<file path="src/rtl/traffic_lamp_monitor.sv">
//------------------------------------------------------------------------------
// traffic_lamp_monitor: registered lamp driver that latches a fault on unsafe
// controller aspects and flashes red on both approaches until cleared. Rev 1.0
//------------------------------------------------------------------------------
`default_nettype none

module traffic_lamp_monitor #(
  parameter int MIN_YELLOW = 4,
  parameter int GLITCH_CYC = 2,
  parameter int FLASH_HALF = 8
) (
  input  logic       clk,
  input  logic       rst,
  input  logic       main_signal_red,
  input  logic       main_signal_green,
  input  logic       main_signal_yellow,
  input  logic       side_signal_red,
  input  logic       side_signal_green,
  input  logic       side_signal_yellow,
  input  logic       fault_clr,
  output logic [2:0] lamp_main,
  output logic [2:0] lamp_side,
  output logic       fault,
  output logic [2:0] fault_code
);

  localparam int GW = $clog2(GLITCH_CYC + 1);
  localparam int YW = $clog2(MIN_YELLOW + 1);
  localparam int FW = $clog2(FLASH_HALF + 1);

  localparam logic [2:0]    C_RED        = 3'b100;
  localparam logic [2:0]    C_YEL        = 3'b010;
  localparam logic [2:0]    C_GRN        = 3'b001;
  localparam logic [GW-1:0] C_GLITCH_MAX = GW'(GLITCH_CYC);
  localparam logic [YW-1:0] C_YEL_MAX    = YW'(MIN_YELLOW);
  localparam logic [FW-1:0] C_FLASH_LAST = FW'(FLASH_HALF - 1);

  typedef enum logic [0:0] {
    MONITOR = 1'b0,
    FLASH   = 1'b1
  } state_t;

  state_t                 state_q, state_d;
  logic [1:0][2:0]        lamp_q, lamp_d;
  logic [1:0][2:0]        prev_q, prev_d;
  logic [1:0][GW-1:0]     glitch_q, glitch_d;
  logic [1:0][YW-1:0]     yel_q, yel_d;
  logic [FW-1:0]          flash_q, flash_d;
  logic                   flash_off_q, flash_off_d;
  logic [2:0]             code_q, code_d;

  // Index 0 is the main approach, index 1 the side approach.
  logic [1:0][2:0] asp;
  logic [1:0]      valid, go, enc_viol, seq_viol, short_viol;
  logic [2:0]      viol_code;

  assign asp[0] = {main_signal_red, main_signal_yellow, main_signal_green};
  assign asp[1] = {side_signal_red, side_signal_yellow, side_signal_green};

  for (genvar a = 0; a < 2; a++) begin : g_appr
    assign valid[a]      = $onehot(asp[a]);
    assign go[a]         = valid[a] && !asp[a][2];
    assign enc_viol[a]   = !valid[a] && (glitch_q[a] == C_GLITCH_MAX);
    assign seq_viol[a]   = valid[a] && (asp[a] != prev_q[a]) &&
                           !((prev_q[a] == C_RED && asp[a] == C_GRN) ||
                             (prev_q[a] == C_GRN && asp[a] == C_YEL) ||
                             (prev_q[a] == C_YEL && asp[a] == C_RED));
    assign short_viol[a] = valid[a] && (prev_q[a] == C_YEL) &&
                           (asp[a] == C_RED) && (yel_q[a] < C_YEL_MAX);
  end

  // Lowest code wins when several checks fire in the same cycle.
  always_comb begin
    viol_code = 3'd0;
    if (go[0] && go[1])    viol_code = 3'd1;
    else if (|enc_viol)    viol_code = 3'd2;
    else if (|seq_viol)    viol_code = 3'd3;
    else if (|short_viol)  viol_code = 3'd4;
  end

  always_comb begin
    state_d     = state_q;
    lamp_d      = lamp_q;
    prev_d      = prev_q;
    glitch_d    = glitch_q;
    yel_d       = yel_q;
    flash_d     = flash_q;
    flash_off_d = flash_off_q;
    code_d      = code_q;
    case (state_q)
      MONITOR: begin
        if (viol_code != 3'd0) begin
          state_d     = FLASH;
          code_d      = viol_code;
          lamp_d      = {C_RED, C_RED};
          flash_d     = '0;
          flash_off_d = 1'b0;
        end else begin
          for (int a = 0; a < 2; a++) begin
            if (valid[a]) begin
              lamp_d[a]   = asp[a];
              prev_d[a]   = asp[a];
              glitch_d[a] = '0;
              if (asp[a] == C_YEL)
                yel_d[a] = (yel_q[a] == C_YEL_MAX) ? yel_q[a] : yel_q[a] + 1'b1;
              else
                yel_d[a] = '0;
            end else if (glitch_q[a] != C_GLITCH_MAX) begin
              glitch_d[a] = glitch_q[a] + 1'b1;
            end
          end
        end
      end
      FLASH: begin
        if (fault_clr && asp[0] == C_RED && asp[1] == C_RED) begin
          state_d     = MONITOR;
          code_d      = 3'd0;
          lamp_d      = {C_RED, C_RED};
          prev_d      = {C_RED, C_RED};
          glitch_d    = '0;
          yel_d       = '0;
          flash_d     = '0;
          flash_off_d = 1'b0;
        end else if (flash_q == C_FLASH_LAST) begin
          flash_d     = '0;
          flash_off_d = !flash_off_q;
          lamp_d      = flash_off_q ? {C_RED, C_RED} : 6'b000_000;
        end else begin
          flash_d = flash_q + 1'b1;
        end
      end
      default: state_d = MONITOR;
    endcase
  end

  always_ff @(posedge clk or negedge rst) begin
    if (!rst) begin
      state_q     <= MONITOR;
      lamp_q      <= {C_RED, C_RED};
      prev_q      <= {C_RED, C_RED};
      glitch_q    <= '0;
      yel_q       <= '0;
      flash_q     <= '0;
      flash_off_q <= 1'b0;
      code_q      <= 3'd0;
    end else begin
      state_q     <= state_d;
      lamp_q      <= lamp_d;
      prev_q      <= prev_d;
      glitch_q    <= glitch_d;
      yel_q       <= yel_d;
      flash_q     <= flash_d;
      flash_off_q <= flash_off_d;
      code_q      <= code_d;
    end
  end

  assign lamp_main  = lamp_q[0];
  assign lamp_side  = lamp_q[1];
  assign fault      = (state_q == FLASH);
  assign fault_code = code_q;

endmodule

`default_nettype wire
</file>
<file path="config.mk">
export PLATFORM = sky130hd
export DESIGN_NAME = traffic_lamp_monitor
export DESIGN_NICKNAME = d
export VERILOG_FILES = /design/src/rtl/traffic_lamp_monitor.sv
export SDC_FILE = /design/constraint.sdc
export NUM_CORES = 1
export LEC_CHECK = 0
export ABC_AREA = 1
export BUFFER_PORTS_ARGS = -buffer_cell sky130_fd_sc_hd__buf_2
export CAP_MARGIN = 40
export CORE_ASPECT_RATIO = 1.25
export CORE_UTILIZATION = 55
export DETAILED_ROUTE_END_ITERATION = 6
export HOLD_SLACK_MARGIN = 0.15
export PLACE_DENSITY = 0.79
export SYNTH_ARGS = -nofsm -noshare
export SYNTH_HDL_FRONTEND = slang
export SYNTH_SLANG_ARGS = --single-unit
</file>
<file path="constraint.sdc">
create_clock -name clk -period 3.16 [get_ports clk]
set_input_delay 0.474 -clock clk [delete_from_list [all_inputs] [get_ports clk]]
set_output_delay 0.474 -clock clk [all_outputs]
set_load 0.005 [all_outputs]
</file>
Word level (Yosys, flattened, before mapping)
Index checks and enable logic that the tools add are counted.
{"block": "word_totals", "word_cells": 151, "output_inout_bits": 10, "register_bits": 31, "in_bits": 9}
{"block": "op_classes", "bitwise": 1, "n_mux": 44, "reduce_logical": 48, "order_cmp": 2, "eq_ne": 35, "addsub": 9}
{"op": "$mux W6", "count": 8}
{"op": "$mux W3", "count": 14}
{"op": "$pmux W6 S2", "count": 3}
{"op": "$logic_and A1 B1 Y1", "count": 23}
{"op": "$mux W4", "count": 5}
{"op": "$eq A3 B3 Y1 const B", "count": 6}
{"op": "$ne A3 B3 Y1 const B", "count": 6}
{"op": "$pmux W4 S2", "count": 2}
{"op": "$eq A3 B1 Y1 const B", "count": 4}
{"op": "$eq A3 B2 Y1 const B", "count": 4}
{"op": "$ne A2 B2 Y1 const B", "count": 6}
{"op": "$reduce_and A3 Y1", "count": 4}
{"op": "$mux W2", "count": 4}
{"op": "$reduce_and A2 Y1", "count": 4}
{"op": "$reduce_and A4 Y1", "count": 2}
{"op": "$logic_not A1 Y1", "count": 7}
{"op": "$add A3 B1 Y3 const B", "count": 2}
{"op": "$lt A3 B3 Y1 const B", "count": 2}
{"op": "$ne A3 B3 Y1", "count": 2}
{"op": "$pmux W3 S2", "count": 1}
{"op": "$reduce_or A2 Y1", "count": 3}
{"op": "$mux W1", "count": 5}
{"op": "$add A1 B1 Y2", "count": 2}
{"op": "$add A2 B1 Y2", "count": 2}
{"op": "other kinds (11)", "count": 18}

Longest topological paths before layout
Gate-level depths: netlist (run 1).
{"block": "depth", "ltp_word": 14, "depth_mapped": 14, "depth_no_buf": 14}

Worst setup path before layout (run 1)
OpenSTA, ideal clock, no wires.
{"block": "synth_timing", "path_kind": "input to register", "start": "input side_signal_red", "end": "register yel_q[0] (netlist bit)", "required_time_ns": 3.043, "path_slack_ns": 1.083, "t_arrival_ns": 1.960, "path_stages": 11, "setup_ns": 0.117, "path_buffers": 1, "path_cell_list": "fa_1 inv_1 nor2_4 inv_2 nor3_2 nor2_4 nand4_4 nand2_4 buf_6 nand4_1 nand2_1"}
{"block": "synth_between", "elab_chain_cells": 13, "elab_cells_between_ends": 34, "cone_classes": "add/sub: 1; eq/ne: 7; mux: 4; reduce/logical: 22"}
{"element": "from (decl)", "line": "17", "text": "input logic side_signal_red,"}
{"element": "$add A2 B1 Y2 (not written as such), or another cell as far along", "line": "61", "text": "assign valid[a] = $onehot(asp[a]);"}
{"element": "$eq A2 B1 Y1, or another cell as far along", "line": "61"}
{"element": "$logic_and A1 B1 Y1 / $logic_or A1 B1 Y1 (equally long branches)", "line": "68, 65"}
{"element": "$logic_and A1 B1 Y1 / $logic_or A1 B1 Y1 (equally long branches)", "line": "68, 66"}
{"element": "$logic_and A1 B1 Y1 / $logic_not A1 Y1 (equally long branches)", "line": "69, 65"}
{"element": "$reduce_or A2 Y1 / $logic_and A1 B1 Y1 (equally long branches)", "line": "78, 64"}
{"element": "$mux W3 / $reduce_or A2 Y1 (equally long branches)", "line": "78, 77"}
{"element": "$mux W3", "line": "77", "text": "else if (|seq_viol) viol_code = 3'd3;"}
{"element": "$mux W3", "line": "76", "text": "else if (|enc_viol) viol_code = 3'd2;"}
{"element": "$mux W3", "line": "75", "text": "if (go[0] && go[1]) viol_code = 3'd1;"}
{"element": "$reduce_bool A3 Y1", "line": "92", "text": "if (viol_code != 3'd0) begin"}
{"element": "$ne A2 B2 Y1 (no source line)"}
{"element": "$reduce_and A4 Y1 (no source line) *"}
{"element": "to (signal assigned)", "line": "151", "text": "yel_q <= yel_d;"}
{"element": "to (decl)", "line": "47", "text": "logic [1:0][YW-1:0] yel_q, yel_d;"}
Every way passes the cells marked *; elsewhere a longest branch is shown, timed or not.
A chain may end at the register's enable or synchronous reset.

Final worst setup path (run 1)
{"block": "layout_timing", "start": "input main_signal_red", "end": "register code_q[1] (netlist: fault_code[1])"}
{"block": "layout_between", "elab_chain_cells": 13, "elab_cells_between_ends": 37, "cone_classes": "add/sub: 1; eq/ne: 7; mux: 6; reduce/logical: 23"}
{"element": "from (decl)", "line": "14", "text": "input logic main_signal_red,"}
{"element": "$add A2 B1 Y2 (not written as such), or another cell as far along", "line": "61"}
{"element": "$eq A2 B1 Y1, or another cell as far along", "line": "61"}
{"element": "$logic_and A1 B1 Y1 / $logic_or A1 B1 Y1 (equally long branches)", "line": "68, 65"}
{"element": "$logic_and A1 B1 Y1 / $logic_or A1 B1 Y1 (equally long branches)", "line": "68, 66"}
{"element": "$logic_and A1 B1 Y1 / $logic_not A1 Y1 (equally long branches)", "line": "69, 65"}
{"element": "$reduce_or A2 Y1 / $logic_and A1 B1 Y1 (equally long branches)", "line": "78, 64"}
{"element": "$mux W3 / $reduce_or A2 Y1 (equally long branches)", "line": "78, 77"}
{"element": "$mux W3", "line": "77"}
{"element": "$mux W3", "line": "76"}
{"element": "$mux W3", "line": "75"}
{"element": "$reduce_bool A3 Y1", "line": "92"}
{"element": "$ne A2 B2 Y1 (no source line)"}
{"element": "$reduce_and A2 Y1 (no source line)"}
{"element": "to (signal assigned)", "line": "154", "text": "code_q <= code_d;"}
{"element": "to (decl)", "line": "50", "text": "logic [2:0] code_q, code_d;"}
Several ways; a longest one is shown, not always the timed one. The select of a mux whose other input is x is not followed.

==> metrics.txt, run 1 <==
# TYPE chip_impl_metric gauge
chip_impl_metric{name="postSynth.asyncResetShare",unit="%"} 100
chip_impl_info{name="synth_flop_cell",value="sky130_fd_sc_hd__dfrtp_1"} 1
chip_impl_metric{name="worstPathMaxFanout",unit=""} 15
chip_impl_metric{name="die_h",unit="um"} 70.6
chip_impl_metric{name="final.period_utilization",unit="%"} 71.2
chip_impl_metric{name="floorplan_core_area",unit="sq um"} 3540
chip_impl_metric{name="share_of_post_route_cells_with_drive_strength_above_1",unit="%"} 18.6
chip_impl_metric{name="timing.critical_path.required",unit="ns"} 3.39
chip_impl_metric{name="report.final.slew_viol_count",unit=""} 0
chip_impl_metric{name="die_width",unit="um"} 56.9
chip_impl_metric{name="synthDistinctLibCells",unit=""} 29
chip_impl_metric{name="insertion_delay",unit="ns"} 0.28
chip_impl_metric{name="layout-area-overhead-vs-synth",unit="%"} 8.27
chip_impl_info{name="synth_top_cell_by_area",value="sky130_fd_sc_hd__dfrtp_1"} 1
chip_impl_metric{name="floorplan.initialDensity",unit="%"} 58.5
chip_impl_info{name="rsz0062_at_grt",value="no"} 1
chip_impl_metric{name="worst_setup_hold_path_clk_slew",unit="ns"} 0.06
chip_impl_info{name="crit_chain",value="buf_2 -> fa_1 -> nand2_1 -> inv_1 -> o22ai_1 -> inv_1 -> nand3_2 -> nor2_4 -> nand2_2 -> nand2_1 -> nand2_1 -> nand2_1"} 1
chip_impl_metric{name="drt-vias-per-instance",unit=""} 5.28
chip_impl_info{name="crit_path_frequent_cell",value="sky130_fd_sc_hd__nand2_1"} 1
chip_impl_metric{name="grt_antenna_before_repair",unit=""} 0
chip_impl_metric{name="num-nets-final",unit=""} 313
chip_impl_metric{name="synthDominantCellAreaShare",unit="%"} 32.6
chip_impl_metric{name="antennaDiodeCount",unit=""} 0
chip_impl_metric{name="antenna_left",unit=""} 0
chip_impl_metric{name="grt_max_degree",unit=""} 32
chip_impl_metric{name="cts_inserted_buffers",unit=""} 5
chip_impl_metric{name="m1WireLength",unit="mm"} 2.01
chip_impl_metric{name="worst-r2r-setup-slack",unit="ns"} 1.15
chip_impl_metric{name="crit_arrival",unit="ns"} 2.48
chip_impl_metric{name="ctsResizeCount",unit=""} 0
chip_impl_metric{name="sequential_to_total_area_share_from_yosys_stat",unit="%"} 37.7
chip_impl_info{name="post_synth_main_area_contributors",value="sky130_fd_sc_hd__dfrtp_1, sky130_fd_sc_hd__nand2_1, sky130_fd_sc_hd__inv_1, sky130_fd_sc_hd__nor2_1, sky130_fd_sc_hd__dfstp_2"} 1
chip_impl_metric{name="cts.htree.levels",unit=""} 2
chip_impl_metric{name="cts_buffer_depth",unit=""} 2
chip_impl_metric{name="drc",unit=""} 4
chip_impl_metric{name="placed_cells",unit=""} 327
chip_impl_metric{name="final_setup_violation_count",unit=""} 0
chip_impl_metric{name="relSlewSlack",unit="%"} 54.3
chip_impl_metric{name="total_power_divided_by_cell_area",unit="nW/um^2"} 751
chip_impl_metric{name="postSynthAreaPerCell",unit="sq um"} 7.54
chip_impl_metric{name="fmaxAchievable",unit="MHz"} 445
chip_impl_metric{name="drt-wirelength-per-cell",unit="um"} 12.7
chip_impl_metric{name="grt_pass1_vias",unit=""} 1702
chip_impl_metric{name="seq_area",unit="sq um"} 781
chip_impl_metric{name="synth_nets",unit=""} 293
chip_impl_metric{name="dp.final_hpwl",unit="mm"} 3.19
chip_impl_metric{name="synth-edff-count",unit=""} 0
chip_impl_metric{name="routed-wl-met2",unit="mm"} 1.98
chip_impl_metric{name="multi_input_area",unit="sq um"} 1100
chip_impl_info{name="crit_type",value="in -> reg"} 1
chip_impl_info{name="cp-end-kind",value="flip-flop"} 1
chip_impl_metric{name="crit_path_max_incr_delay",unit="ns"} 0.54
chip_impl_metric{name="floorplan.io_pins",unit=""} 19
chip_impl_metric{name="final_hold_fails",unit=""} 0
chip_impl_metric{name="worst_pin_slew",unit="ns"} 0.686
chip_impl_metric{name="grt_first_pass_wirelength",unit="mm"} 7.35
chip_impl_metric{name="overall_routed_net_length",unit="mm"} 4.24
chip_impl_metric{name="finalCriticalPeriod",unit="ns"} 2.25
chip_impl_info{name="worstReg2RegEnd",value="lamp_side[2]$_DFFE_PN1P_"} 1
chip_impl_metric{name="overflow",unit=""} 0
chip_impl_info{name="violated_checks",value="DRC"} 1
chip_impl_info{name="status",value="complete, but fails checks"} 1
chip_impl_info{name="hold_class",value="in -> async"} 1
chip_impl_metric{name="leakage",unit="uW"} 0.00113
chip_impl_metric{name="placement.io_buffers",unit=""} 18
chip_impl_metric{name="worst-r2r-cell-count",unit=""} 7
chip_impl_metric{name="setup_total_negative_slack",unit="ns"} 0
chip_impl_metric{name="number_of_maximum_capacitance_constraint_violations",unit=""} 0
chip_impl_metric{name="fillCellCount",unit=""} 330
chip_impl_metric{name="first_pass_iters",unit=""} 6
chip_impl_metric{name="cts_setup_buffers",unit=""} 0
chip_impl_metric{name="worst_case_clock_skew",unit="ns"} 0.00878
chip_impl_metric{name="floorplan_die_area",unit="sq um"} 4020
chip_impl_info{name="cp_slowest_cell",value="sky130_fd_sc_hd__fa_1"} 1
chip_impl_metric{name="final_cells",unit=""} 334
chip_impl_metric{name="placed_area",unit="sq um"} 2170
chip_impl_metric{name="postSynthCellCount",unit=""} 275
chip_impl_metric{name="cts_hold_buffers",unit=""} 0
chip_impl_info{name="top_layer_used",value="met4"} 1
chip_impl_metric{name="first_iter_violations",unit=""} 92
chip_impl_metric{name="syn_area",unit="sq um"} 2070
chip_impl_info{name="synthMostInstantiatedCell",value="sky130_fd_sc_hd__nand2_1"} 1
chip_impl_metric{name="track_usage",unit="%"} 24.0
chip_impl_info{name="cts-root-buf",value="sky130_fd_sc_hd__clkbuf_8"} 1
chip_impl_info{name="timing.critical_path.from_type",value="primary input"} 1
chip_impl_info{name="regToRegStartpoint",value="fault$_DFF_PN0_"} 1
chip_impl_metric{name="clkSinkCount",unit=""} 31
chip_impl_metric{name="placer_congestion",unit=""} 0.862
chip_impl_metric{name="row_count",unit=""} 24
chip_impl_info{name="synth.cells.most_frequent",value="sky130_fd_sc_hd__nand2_1, sky130_fd_sc_hd__inv_1, sky130_fd_sc_hd__nor2_1, sky130_fd_sc_hd__dfrtp_1, sky130_fd_sc_hd__nand3_1"} 1
chip_impl_metric{name="yosysWarningCount",unit=""} 0
chip_impl_metric{name="synth.ff_latch_count",unit=""} 31
chip_impl_metric{name="layout.cell_area.non_filler",unit="sq um"} 2240
chip_impl_metric{name="routed-via-count",unit=""} 1765
chip_impl_metric{name="ir_worst_vdd",unit="mV"} 0.398
chip_impl_info{name="tritoncts",value="yes"} 1
chip_impl_metric{name="met3_wirelength",unit="um"} 159
[cell type report]
type	instances	share of cell area, %
well taps	39	2.17
repair buffers	18	4.01
multi-input cells	199	48.9
clock buffers	7	3.40
flip-flops and latches	31	34.8
inverters	40	6.69
[stage by stage]
stage | worst slack, ns | utilization [%] | hold slack (ns) | total power, uW
floorplan | 1.08 | - | 0.178 | 1230
global placement | 0.722 | 61.2 | 0.451 | 1380
detailed placement | 0.634 | 61.2 | 0.455 | 1400
CTS | 0.925 | 63.3 | 0.258 | 1690
global route | 0.716 | 63.3 | 0.306 | 1830
finish | 0.911 | 63.3 | 0.233 | 1680
[registers in the layout (all words and copies together) (netlist names)]
| signal | flops |
|---|---|
| yel_q | 6 |
| fault_code | 3 |
| prev_q | 6 |
| glitch_q | 4 |
| lamp_main | 3 |
| lamp_side | 3 |
| flash_off_q | 1 |
| fault | 1 |
| flash_q | 4 |
[cell families after synthesis]
| logic type | share of synthesized area [%] |
|---|---|
| AOI/OAI and AO/OA | 4.34 |
| xor gates and xnor gates | 2.96 |
| adders and majority gates | 6.16 |
| buffers and inverters | 9.35 |
| DFF | 37.7 |
| and+or+nand+nor | 39.5 |
[power breakdown]
| part | internal [uW] | switching, uW |
|---|---|---|
| clock | 151 | 136 |
| sequential | 548 | 122 |
| combinational | 258 | 470 |
| total | 957 | 728 |
[per-layer routing]
metal / global-route usage (%) / vias up
met5: 0 / -
met4: 12.2 / 0
met3: 5.48 / 9
met2: 39.3 / 38
met1: 29.7 / 801
li1: - / 917
[how the worst max path moves through the flow]
stage               startpoint                        end  slack [ns]  depth (start not counted)
2_1_floorplan  side_signal_red       yel_q[0]$_DFFE_PN0P_        1.08                         11
3_3_place_gp   main_signal_red  fault_code[1]$_DFFE_PN0P_        0.72                         12
3_5_place_dp   main_signal_red  fault_code[1]$_DFFE_PN0P_        0.63                         12
4_1_cts        main_signal_red  fault_code[1]$_DFFE_PN0P_        0.92                         12
5_1_grt        main_signal_red  fault_code[0]$_DFFE_PN0P_        0.72                         12
6_report       main_signal_red  fault_code[1]$_DFFE_PN0P_        0.91                         12
[worst max-delay path, delay by kind of cell]
kind | cells | cell delay, ns
AO/OA/AOI/OAI | 1 | 0.10
adder cells (fa/ha/maj) | 1 | 0.54
buffers and inverters | 3 | 0.42
AND/OR/NAND/NOR | 7 | 0.94
[cells in the final DEF (no fill, tap or decap), drive strengths merged]
cell and count:
o41ai 1, a21oi 7, nor2 40, dfstp 4
xor2 1, nand3 26, buf 18, o21ai 8
or2 2, inv 40, ha 7, nand4 16
fa 2, nand2 80, o22ai 1, dfrtp 27
xnor2 6, nor3 2, clkbuf 7
Power figures use the tool's default switching activity.
==> run 2: changes to the inputs <==
--- a/config.mk
+++ b/config.mk
@@ -5,7 +5,7 @@
 export SDC_FILE = /design/constraint.sdc
 export NUM_CORES = 1
 export LEC_CHECK = 0
-export ABC_AREA = 1
+export ABC_AREA = 0
 export BUFFER_PORTS_ARGS = -buffer_cell sky130_fd_sc_hd__buf_2
 export CAP_MARGIN = 40
 export CORE_ASPECT_RATIO = 1.25
==> constraint.sdc (replaced) <==
create_clock -name clk -period 2.1 [get_ports clk]
set_input_delay 0.315 -clock clk [delete_from_list [all_inputs] [get_ports clk]]
set_output_delay 0.315 -clock clk [all_outputs]
set_load 0.005 [all_outputs]
==> run 2 against run 1 <==
Flip-flop and latch count stayed put; clock-buffer cell count is 1 higher; the run ends with setup timing left; power grew 97%; largest power group unchanged.
==> metrics.txt, run 2 <==
# TYPE chip_impl_metric gauge
chip_impl_info{name="status",value="complete, but fails checks"} 1
chip_impl_info{name="violated_checks",value="setup timing"} 1
chip_impl_metric{name="leakage",unit="uW"} 0.00138
chip_impl_metric{name="report.final.slew_viol_count",unit=""} 0
chip_impl_info{name="cts-root-buf",value="sky130_fd_sc_hd__clkbuf_8"} 1
chip_impl_metric{name="first_pass_iters",unit=""} 4
chip_impl_metric{name="worst_pin_slew",unit="ns"} 0.689
chip_impl_metric{name="final.period_utilization",unit="%"} 112
chip_impl_metric{name="row_count",unit=""} 24
chip_impl_metric{name="synth-edff-count",unit=""} 0
chip_impl_metric{name="overall_routed_net_length",unit="mm"} 6.32
chip_impl_metric{name="sequential_to_total_area_share_from_yosys_stat",unit="%"} 39.0
chip_impl_metric{name="grt_pass1_vias",unit=""} 1990
chip_impl_info{name="synth.cells.most_frequent",value="sky130_fd_sc_hd__dfrtp_1, sky130_fd_sc_hd__nand2_1, sky130_fd_sc_hd__o21ai_0, sky130_fd_sc_hd__nor2_1, sky130_fd_sc_hd__inv_1"} 1
chip_impl_metric{name="postSynth.asyncResetShare",unit="%"} 100
chip_impl_metric{name="layout-area-overhead-vs-synth",unit="%"} 47.7
chip_impl_metric{name="cts.htree.levels",unit=""} 2
chip_impl_metric{name="num-nets-final",unit=""} 307
chip_impl_metric{name="finalCriticalPeriod",unit="ns"} 2.35
chip_impl_metric{name="worst-r2r-cell-count",unit=""} 9
chip_impl_metric{name="postLayoutSetupSlackWorst",unit="ns"} -0.246
chip_impl_metric{name="floorplan.io_pins",unit=""} 19
chip_impl_metric{name="dp.final_hpwl",unit="mm"} 3.50
chip_impl_info{name="rsz0062_at_grt",value="yes"} 1
chip_impl_metric{name="worst-r2r-setup-slack",unit="ns"} -0.22
chip_impl_metric{name="die_width",unit="um"} 56.0
chip_impl_info{name="tritoncts",value="yes"} 1
chip_impl_metric{name="worst_hold_depth",unit=""} 4
chip_impl_metric{name="area_fraction_in_and_or_nand_and_nor_cells_after_synthesis",unit="%"} 22.5
chip_impl_metric{name="first_iter_violations",unit=""} 165
chip_impl_metric{name="timing.critical_path.required",unit="ns"} 2.32
chip_impl_metric{name="synth.ff_latch_count",unit=""} 31
chip_impl_metric{name="synthDistinctLibCells",unit=""} 56
chip_impl_metric{name="grt_antenna_before_repair",unit=""} 0
chip_impl_metric{name="insertion_delay",unit="ns"} 0.29
chip_impl_info{name="worstReg2RegEnd",value="prev_q[5]$_DFFE_PN1P_"} 1
chip_impl_metric{name="floorplan_die_area",unit="sq um"} 3890
chip_impl_metric{name="floorplan.initialDensity",unit="%"} 57.5
chip_impl_metric{name="drt-vias-per-instance",unit=""} 6.27
chip_impl_info{name="hold_class",value="in -> reg"} 1
chip_impl_metric{name="postSynthCellCount",unit=""} 212
chip_impl_metric{name="final_setup_violation_count",unit=""} 27
chip_impl_metric{name="yosysWarningCount",unit=""} 0
chip_impl_metric{name="worst_setup_hold_path_clk_slew",unit="ns"} 0.06
chip_impl_metric{name="post-layout-total-power",unit="uW"} 3310
chip_impl_metric{name="ir_worst_vdd",unit="mV"} 0.895
chip_impl_info{name="synth_top_cell_by_area",value="sky130_fd_sc_hd__dfrtp_1"} 1
chip_impl_metric{name="track_usage",unit="%"} 30.1
chip_impl_metric{name="antennaDiodeCount",unit=""} 0
chip_impl_metric{name="fmaxAchievable",unit="MHz"} 426
chip_impl_metric{name="clkSinkCount",unit=""} 31
chip_impl_info{name="layout_top_registers",value="prev_q (6), yel_q (6)"} 1
chip_impl_metric{name="number_of_maximum_capacitance_constraint_violations",unit=""} 0
chip_impl_metric{name="relSlewSlack",unit="%"} 54.1
chip_impl_metric{name="overflow",unit=""} 0
chip_impl_info{name="synth_top_family_by_area",value="simple AND/OR/NAND/NOR gates"} 1
chip_impl_info{name="crit_type",value="in -> reg"} 1
chip_impl_metric{name="synthDominantCellAreaShare",unit="%"} 33.7
chip_impl_info{name="most-common-layout-cells",value="sky130_fd_sc_hd__buf_4, sky130_fd_sc_hd__dfrtp_1, sky130_fd_sc_hd__nand2_1, sky130_fd_sc_hd__buf_6, sky130_fd_sc_hd__buf_2"} 1
chip_impl_metric{name="die_h",unit="um"} 69.5
chip_impl_metric{name="crit_arrival",unit="ns"} 2.56
chip_impl_metric{name="fillCellCount",unit=""} 179
chip_impl_info{name="synthMostInstantiatedCell",value="sky130_fd_sc_hd__dfrtp_1"} 1
chip_impl_metric{name="total_power_divided_by_cell_area",unit="nW/um^2"} 1120
chip_impl_metric{name="synth_fa_ha_area_share",unit="%"} 6.37
chip_impl_metric{name="placer_congestion",unit=""} 0.910
chip_impl_metric{name="postSynthAreaPerCell",unit="sq um"} 9.45
chip_impl_info{name="timing.critical_path.from_type",value="primary input"} 1
chip_impl_metric{name="whs",unit="ns"} 0.432
chip_impl_metric{name="antenna_left",unit=""} 0
chip_impl_metric{name="syn_area",unit="sq um"} 2000
chip_impl_metric{name="worstPathMaxFanout",unit=""} 4
chip_impl_metric{name="cts_buffer_depth",unit=""} 2
chip_impl_metric{name="synth_nets",unit=""} 230
chip_impl_info{name="hold_path.startpoint",value="side_signal_yellow"} 1
chip_impl_info{name="worst_hold_path.endpoint",value="lamp_side[1]$_DFFE_PN0P_"} 1
chip_impl_metric{name="setup_total_negative_slack",unit="ns"} -3.71
chip_impl_info{name="layout.cells.most_common",value="sky130_fd_sc_hd__buf_4"} 1
chip_impl_metric{name="drc",unit=""} 0
chip_impl_metric{name="post_synth_xor_area_fraction",unit="%"} 2.62
chip_impl_metric{name="drt-wirelength-per-cell",unit="um"} 19.2
chip_impl_metric{name="fraction_of_synthesized_area_in_multiplexers",unit="%"} 5.37
chip_impl_metric{name="grt_max_degree",unit=""} 32
chip_impl_info{name="post_synth_main_area_contributors",value="sky130_fd_sc_hd__dfrtp_1, sky130_fd_sc_hd__dfstp_2, sky130_fd_sc_hd__o21ai_0, sky130_fd_sc_hd__ha_1, sky130_fd_sc_hd__nand2_1"} 1
chip_impl_metric{name="grt_first_pass_wirelength",unit="mm"} 9.03
chip_impl_metric{name="worst_case_clock_skew",unit="ns"} 0.00422
chip_impl_info{name="synth_flop_cell",value="sky130_fd_sc_hd__dfrtp_1"} 1
chip_impl_info{name="regToRegStartpoint",value="prev_q[3]$_DFFE_PN0P_"} 1
chip_impl_metric{name="final_hold_fails",unit=""} 0
chip_impl_metric{name="routed-via-count",unit=""} 2063
chip_impl_metric{name="floorplan_core_area",unit="sq um"} 3480
chip_impl_metric{name="placement.io_buffers",unit=""} 18
chip_impl_metric{name="cts_inserted_buffers",unit=""} 5
chip_impl_metric{name="area_fraction_in_compound_gates_after_synthesis",unit="%"} 19.3
chip_impl_metric{name="share_of_post_route_cells_with_drive_strength_above_1",unit="%"} 45.9
chip_impl_info{name="cp-end-kind",value="flip-flop"} 1
-- run 2: cell count changes after synthesis, sizes merged, moves of 7 or more --
cell,change
inv,-30
mux2i,+7
nand2,-58
nand3,-22
nand4,-16
nor2,-27
o21ai,+11
-- run 2: kinds of logic (layout without fill, tap and decap cells) --
kind of cell / after synthesis / in the layout
and+or+nand+nor: 78 / 78
xor gates and xnor gates: 6 / 6
AOI/OAI and AO/OA: 56 / 56
muxes: 10 / 10
adders and majority gates: 9 / 9
DFF: 31 / 31
buffers and inverters: 22 / 100
-- run 2: layer usage --
layer | share of wire [%] | vias to the layer above | GRT usage (%)
li1 | - | 926 | -
met1 | 38 | 1023 | 35.9
met2 | 52 | 86 | 50.9
met3 | 6.4 | 28 | 5.97
met4 | 4.3 | 0 | 15.2
met5 | 0 | - | 0
-- run 2: layout make-up --
type / count / area, sq um / share of cell area, %
timing repair buffer: 82 / 653 / 22.1
inverter: 10 / 37.5 / 1.27
multi-input combinational: 159 / 1340 / 45.2
tap: 39 / 48.8 / 1.65
clock buffer: 8 / 100 / 3.38
sequential: 31 / 781 / 26.4
-- run 2: how the worst max path moves through the flow --
stage / start / endpoint / slack (ns) / depth (start not counted)
5_1_grt: main_signal_green / glitch_q[0]$_DFFE_PN0P_ / -0.31 / 11
3_3_place_gp: main_signal_red / glitch_q[2]$_DFFE_PN0P_ / -0.59 / 9
3_5_place_dp: main_signal_red / glitch_q[1]$_DFFE_PN0P_ / -0.61 / 10
4_1_cts: main_signal_yellow / prev_q[5]$_DFFE_PN1P_ / -0.21 / 9
6_report: main_signal_yellow / prev_q[5]$_DFFE_PN1P_ / -0.25 / 9
2_1_floorplan: main_signal_red / prev_q[2]$_DFFE_PN1P_ / -0.46 / 9
-- run 2: repair_timing --
action | CTS | global route
resized for setup | 39 | 19
pin swaps | 19 | 8
setup endpoints to repair | 28 | 28
gates cloned | 1 | 0
hold buffers | 1 | 0
setup buffers | 6 | 10
endpoints found under the hold margin | 27 | 0
-- run 2: power breakdown --
part           total, uW  switching, uW  leakage (uW)  internal, uW
Sequential          1010            173      0.000395           833
Clock                530            231     0.0000515           299
Combinational       1780            860      0.000929           917
Total               3310           1260       0.00138          2050
-- run 2: worst max-delay path, cell delays in order --
cell	delay, ns
sky130_fd_sc_hd__buf_6	0.10
sky130_fd_sc_hd__fa_2	0.61
sky130_fd_sc_hd__nand2b_4	0.09
sky130_fd_sc_hd__a22oi_2	0.24
sky130_fd_sc_hd__o31ai_4	0.13
sky130_fd_sc_hd__buf_4	0.16
sky130_fd_sc_hd__or4_4	0.45
sky130_fd_sc_hd__mux2_4	0.32
sky130_fd_sc_hd__o22a_1	0.16
-- run 2: per-stage QoR --
stage | area (sq um) | std cells | util (%) | setup WS, ns
finish | 2960 | 329 | 84.9 | -0.246
global route | 2960 | 329 | 84.9 | -0.310
CTS | 2820 | 322 | 81.1 | -0.211
detailed placement | 2490 | 306 | 71.6 | -0.606
global placement | 2490 | 306 | 71.6 | -0.586
floorplan | 2060 | 212 | - | -0.455
